### src/rtl/mul_ctrl_pkg.sv
// Shared definitions for the multiplier issue controller: op encodings,
// one-hot FSM state layout and the cache tag payload.
package mul_ctrl_pkg;

    localparam int unsigned XLEN = 32;
    localparam int unsigned OP_W = 2;
    localparam int unsigned RD_W = 5;

    typedef enum logic [OP_W-1:0] {
        OP_MUL    = 2'b00,
        OP_MULH   = 2'b01,
        OP_MULHSU = 2'b10,
        OP_MULHU  = 2'b11
    } mul_op_e;

    // One-hot state bit positions; handshake outputs are taken straight from these flops.
    localparam int unsigned ST_IDLE_B  = 0;
    localparam int unsigned ST_ISSUE_B = 1;
    localparam int unsigned ST_WAIT_B  = 2;
    localparam int unsigned ST_REUSE_B = 3;
    localparam int unsigned ST_RESP_B  = 4;
    localparam int unsigned ST_W       = 5;

    typedef enum logic [ST_W-1:0] {
        S_IDLE  = 5'b00001,
        S_ISSUE = 5'b00010,
        S_WAIT  = 5'b00100,
        S_REUSE = 5'b01000,
        S_RESP  = 5'b10000
    } state_e;

    typedef struct packed {
        mul_op_e         op;
        logic [XLEN-1:0] rs1;
        logic [XLEN-1:0] rs2;
    } mul_tag_t;

endpackage

### src/rtl/mul_result_cache.sv
// One-entry result cache keyed by (op, rs1, rs2); also flags when a MUL can
// be served from the low half of the product still held by the multiplier.
module mul_result_cache
    import mul_ctrl_pkg::*;
(
    input  logic            clk,
    input  logic            reset,
    input  logic            i_fill,
    input  mul_tag_t        i_fill_tag,
    input  logic [XLEN-1:0] i_fill_data,
    input  mul_tag_t        i_lookup_tag,
    output logic            o_exact_hit_c,
    output logic            o_low_reuse_c,
    output logic [XLEN-1:0] o_result
);

    logic            r_valid;
    mul_tag_t        r_tag;
    logic [XLEN-1:0] r_result;
    logic            w_same_pair;

    // Only the valid bit is reset; tag and data are qualified by it.
    always_ff @(posedge clk) begin
        if (reset) begin
            r_valid <= 1'b0;
        end else if (i_fill) begin
            r_valid <= 1'b1;
        end
    end

    always_ff @(posedge clk) begin
        if (i_fill) begin
            r_tag    <= i_fill_tag;
            r_result <= i_fill_data;
        end
    end

    assign w_same_pair   = (r_tag.rs1 == i_lookup_tag.rs1) && (r_tag.rs2 == i_lookup_tag.rs2);
    assign o_exact_hit_c = r_valid && w_same_pair && (r_tag.op == i_lookup_tag.op);
    assign o_low_reuse_c = r_valid && w_same_pair && (i_lookup_tag.op == OP_MUL)
                           && (r_tag.op != OP_MUL);
    assign o_result      = r_result;

endmodule

### src/rtl/mul_issue_ctrl.sv
// Issue/response stage in front of the multicycle multiplier: drives its
// start handshake, returns products with rd, and short-cuts repeated pairs.
module mul_issue_ctrl
    import mul_ctrl_pkg::*;
#(
    parameter bit          REUSE_EN  = 1'b1,
    parameter int unsigned HIT_CNT_W = 16
) (
    input  logic                 clk,
    input  logic                 reset,
    input  logic                 req_valid,
    output logic                 req_ready,
    input  logic [OP_W-1:0]      req_op,
    input  logic [XLEN-1:0]      req_rs1,
    input  logic [XLEN-1:0]      req_rs2,
    input  logic [RD_W-1:0]      req_rd,
    output logic                 rsp_valid,
    input  logic                 rsp_ready,
    output logic [XLEN-1:0]      rsp_data,
    output logic [RD_W-1:0]      rsp_rd,
    output logic [XLEN-1:0]      mul_factor1,
    output logic [XLEN-1:0]      mul_factor2,
    output logic [OP_W-1:0]      mul_op,
    output logic                 mul_valid,
    input  logic                 mul_ready,
    input  logic [XLEN-1:0]      mul_product,
    output logic [HIT_CNT_W-1:0] hit_count
);

    state_e                r_state;
    state_e                w_state_nxt;
    mul_tag_t              r_tag;
    logic [RD_W-1:0]       r_rd;
    logic [XLEN-1:0]       r_result;
    logic [HIT_CNT_W-1:0]  r_hit_cnt;

    mul_tag_t              w_lookup_tag;
    logic                  w_accept;
    logic                  w_exact_hit_c;
    logic                  w_low_reuse_c;
    logic                  w_hit;
    logic                  w_reuse;
    logic                  w_capture;
    logic [XLEN-1:0]       w_cache_result;

    assign w_lookup_tag = '{op: mul_op_e'(req_op), rs1: req_rs1, rs2: req_rs2};
    assign w_accept     = req_valid && r_state[ST_IDLE_B];
    assign w_hit        = REUSE_EN && w_exact_hit_c;
    assign w_reuse      = REUSE_EN && w_low_reuse_c;
    // Product is taken on the multiplier's completion pulse, or directly in REUSE.
    assign w_capture    = (r_state[ST_WAIT_B] && mul_ready) || r_state[ST_REUSE_B];

    mul_result_cache u_cache (
        .clk           (clk),
        .reset         (reset),
        .i_fill        (w_capture),
        .i_fill_tag    (r_tag),
        .i_fill_data   (mul_product),
        .i_lookup_tag  (w_lookup_tag),
        .o_exact_hit_c (w_exact_hit_c),
        .o_low_reuse_c (w_low_reuse_c),
        .o_result      (w_cache_result)
    );

    always_ff @(posedge clk) begin
        if (reset) begin
            r_state <= S_IDLE;
        end else begin
            r_state <= w_state_nxt;
        end
    end

    always_comb begin
        w_state_nxt = r_state;
        case (r_state)
            S_IDLE: begin
                if (req_valid) begin
                    if (w_hit) begin
                        w_state_nxt = S_RESP;
                    end else if (w_reuse) begin
                        w_state_nxt = S_REUSE;
                    end else begin
                        w_state_nxt = S_ISSUE;
                    end
                end
            end
            S_ISSUE: w_state_nxt = S_WAIT;
            S_WAIT: begin
                if (mul_ready) begin
                    w_state_nxt = S_RESP;
                end
            end
            S_REUSE: w_state_nxt = S_RESP;
            S_RESP: begin
                if (rsp_ready) begin
                    w_state_nxt = S_IDLE;
                end
            end
            default: w_state_nxt = S_IDLE;
        endcase
    end

    // Request payload and result; not reset, always written before use.
    always_ff @(posedge clk) begin
        if (w_accept) begin
            r_tag <= w_lookup_tag;
            r_rd  <= req_rd;
        end
        if (w_accept && w_hit) begin
            r_result <= w_cache_result;
        end else if (w_capture) begin
            r_result <= mul_product;
        end
    end

    always_ff @(posedge clk) begin
        if (reset) begin
            r_hit_cnt <= '0;
        end else if (w_accept && (w_hit || w_reuse) && (r_hit_cnt != '1)) begin
            r_hit_cnt <= r_hit_cnt + HIT_CNT_W'(1);
        end
    end

    assign req_ready   = r_state[ST_IDLE_B];
    assign mul_valid   = r_state[ST_ISSUE_B];
    assign rsp_valid   = r_state[ST_RESP_B];
    assign rsp_data    = r_result;
    assign rsp_rd      = r_rd;
    // A reuse is only taken for a MUL request, so the latched op already selects the low half.
    assign mul_op      = r_tag.op;
    assign mul_factor1 = r_tag.rs1;
    assign mul_factor2 = r_tag.rs2;
    assign hit_count   = r_hit_cnt;

endmodule

### config.mk
export PLATFORM = sky130hd
export DESIGN_NAME = mul_issue_ctrl
export DESIGN_NICKNAME = d
export VERILOG_FILES = /design/src/rtl/mul_ctrl_pkg.sv /design/src/rtl/mul_result_cache.sv /design/src/rtl/mul_issue_ctrl.sv
export SDC_FILE = /design/constraint.sdc
export NUM_CORES = 1
export LEC_CHECK = 0
export CAP_MARGIN = 20
export CELL_PAD_IN_SITES_DETAIL_PLACEMENT = 1
export CELL_PAD_IN_SITES_GLOBAL_PLACEMENT = 1
export CORE_MARGIN = 2
export CORE_UTILIZATION = 36
export DETAILED_ROUTE_END_ITERATION = 6
export HOLD_SLACK_MARGIN = 0.05
export PLACE_DENSITY = 0.75
export SLEW_MARGIN = 20
export SYNTH_ARGS = -nofsm -noshare
export SYNTH_HDL_FRONTEND = slang
export SYNTH_SLANG_ARGS = --single-unit
### constraint.sdc
create_clock -name clk -period 4.48 [get_ports clk]
set_input_delay 1.12 -clock clk [delete_from_list [all_inputs] [get_ports clk]]
set_output_delay 1.12 -clock clk [all_outputs]
set_load 0.02 [all_outputs]
==> reports/metrics.yaml <==
synth:
  syn_avg_cell_area_um2: 16.6
  synth-async-reset-ratio_pct: 0
  synth_edf_count: 201
  synth-main-ff-cell: "edfxtp_1"
  synth_top_area_share_pct: 69.8
  synth_area_leaders: "edfxtp_1 (70%), dfxtp_1 (5.1%), xnor2_1 (4.8%), mux2_2 (4.7%), nand4_1 (2.1%)"
  synth_fp_nets: 629
  ys_seq_elements: 223
  synthCells: 520
  yosys.area.top_type: "edfxtp_1"
  synthDistinctLibCells: 50
  syn_area_mm2: 0.00865
  yosys-top-cells-count: "edfxtp_1 (201), xnor2_1 (47), mux2_2 (36)"
  synth_warnings: 0
  synth.most_common_cell: "edfxtp_1"
  yosysSeqAreaShare_pct: 74.9
drt:
  ant_nets: 0
  drt_pass1_iterations: 4
  routed_wl_um: 22800
  num_vias: 5437
  route.detailed.drc: 0
  via_per_inst: 4.89
  avgRoutedWirePerCell_um: 20.5
  dr.first_iter.drc_count: 275
power_and_ir_drop:
  p_per_area_mw_per_mm2: 398
  vdd_drop_max_uv: 307
  p_leak_nw: 4.09
setup_path:
  crit_path_max_fanout: 8
  startpoint_type: "primary input"
  arrival_ns: 4.08
  worstSetupPathType: "primary input to register"
  crit_required_ns: 4.89
  endpoint_kind: "register"
clock_network:
  cts_tree: "yes"
  htreeDepth: 1
  numCtsBuffers: 26
  cts_setup_buffers: 0
  hold_buffers: 0
  cts-root-buf: "clkbuf_16"
  ctsResizeCount: 0
  clk_pin_slew_ns: 0.06
  cts.path.max_buffers: 3
  cts.sinks: 223
  clock_latency_ns: 0.52
timing:
  maxSlewViolCount: 0
  rsz0062_at_grt: "false"
  max_slew_margin_pct: 33.7
  tightest_slew_ns: 0.995
  fmax_mhz: 272
  setup_tns_ns: 0
  finalCritPeriodShare_pct: 82.0
  skew_ns: 0.00556
  hold_slack_ns: 0.451
  report.final.hold_viol_count: 0
  fin_ws_ns: 0.805
  fin_crit_ns: 3.67
  setup_viol: 0
global_route:
  grt_max_degree: 72
  grt_pass1_vias: 6058
  grt-ovfl-total: 0
  antenna_found_initial: 0
  grt_util_all_layers_pct: 17.9
  grt_pass1_wl_um: 35800
placed_design:
  post_dp_cell_area_mm2: 0.0114
  port_buffers: 229
  gp_congestion: 0.759
  hpwl_um: 16300
  dp_slack_ns: 0.279
run:
  drv_cap: 0
floorplan:
  dieArea_mm2: 0.0253
  coreArea_mm2: 0.0235
  ioPinCount: 230
  die_h_um: 159
  start_util_pct: 36.7
  die_x_um: 159
  row_count: 56
cells_and_area:
  stdcell_area_mm2: 0.0122
  fin_nets: 883
  drive_gt1_share_pct: 11.9
  post-route-util_pct: 51.8
  syn_to_final_growth_pct: 41.1
  diodes: 0
worst_hold_path:
  hold_path_class: "register to register"
run_status:
  status: "finished clean"
==> sequential cells by signal (all words and copies together), names as in the netlist <==
signal            count
hit_count            16
mul_factor1          32
mul_factor2          32
mul_op                2
r_state               5
rsp_data             32
rsp_rd                5
u_cache.o_result     32
u_cache.r_tag        66
u_cache.r_valid       1
==> metrics by stage <==
step	cells	total power [mW]
after CTS	1111	4.92
final	1111	4.85
after floorplan	520	2.58
after detailed placement	1065	2.85
after global routing	1111	5.03
after global placement	1065	2.83
==> placed cells by master (no fill, tap or decap), types with 7 or more instances in the layout <==
cell	count
clkbuf_16	26
nand4_1	29
mux2_2	36
a21oi_1	7
nor2_1	28
clkdlybuf4s50_1	229
inv_1	19
nor2b_1	10
nor4_1	12
xnor2_1	47
dfxtp_1	22
nand2b_1	24
edfxtp_1	201
clkbuf_1	9
==> area by class of cell <==
class | instances | area, µm²
Clock buffer | 35 | 684
Clock inverter | 11 | 139
Fill cell | 2287 | 11300
Inverter | 20 | 75.1
Multi-Input combinational cell | 267 | 2040
Sequential cell | 223 | 6480
Tap cell | 319 | 399
Timing Repair Buffer | 236 | 2380
==> worst max-delay path: stages <==
cell and delay [ns]:
clkdlybuf4s50_1 0.50, or2b_2 0.23, o2111ai_1 0.10, nor4_1 0.57, nand4_1 0.46, nor4_4 0.64
nand3_2 0.14, mux2_4 0.31
==> kinds of logic (layout without fill, tap and decap cells) <==
family,count (synthesis),in the layout,synth area share (%)
mux,38,38,4.98
simple gates,143,143,10.2
compound gates,35,35,3.13
fa+ha+maj,1,1,0.145
buf+inv,30,302,1.56
flops,223,223,74.9
xor+xnor,50,50,5.06
==> power by group <==
part	internal, mW	total, mW	switching [mW]
Clock	1.24	2.05	0.809
Combinational	0.208	0.417	0.209
Sequential	2.35	2.39	0.0364
Total	3.80	4.85	1.06
==> worst paths after layout <==
| check | start | depth (start not counted) | to | slack (ns) |
|---|---|---|---|---|
| worst min register to register | mul_factor1[31] | 0 | u_cache.r_tag[63] | 0.45 |
| worst max register to register | u_cache.r_tag[28] | 8 | rsp_data[12] | 1.52 |
| worst min-delay path | mul_factor1[31] | 0 | u_cache.r_tag[63] | 0.45 |
| worst max-delay path | req_rs2[28] | 8 | hit_count[8] | 0.81 |
==> routing by layer <==
| layer | part of all wire [%] | wire, µm | vias to the layer above | global-route usage (%) |
|---|---|---|---|---|
| li1 | - | - | 2502 | - |
| met1 | 42 | 9500 | 2670 | 22.5 |
| met2 | 47 | 10800 | 239 | 30.0 |
| met3 | 9.6 | 2180 | 26 | 6.54 |
| met4 | 1.4 | 314 | 0 | 3.84 |
| met5 | 0 | 0 | - | 0 |
No activity file was read; power rests on OpenSTA's default activity.
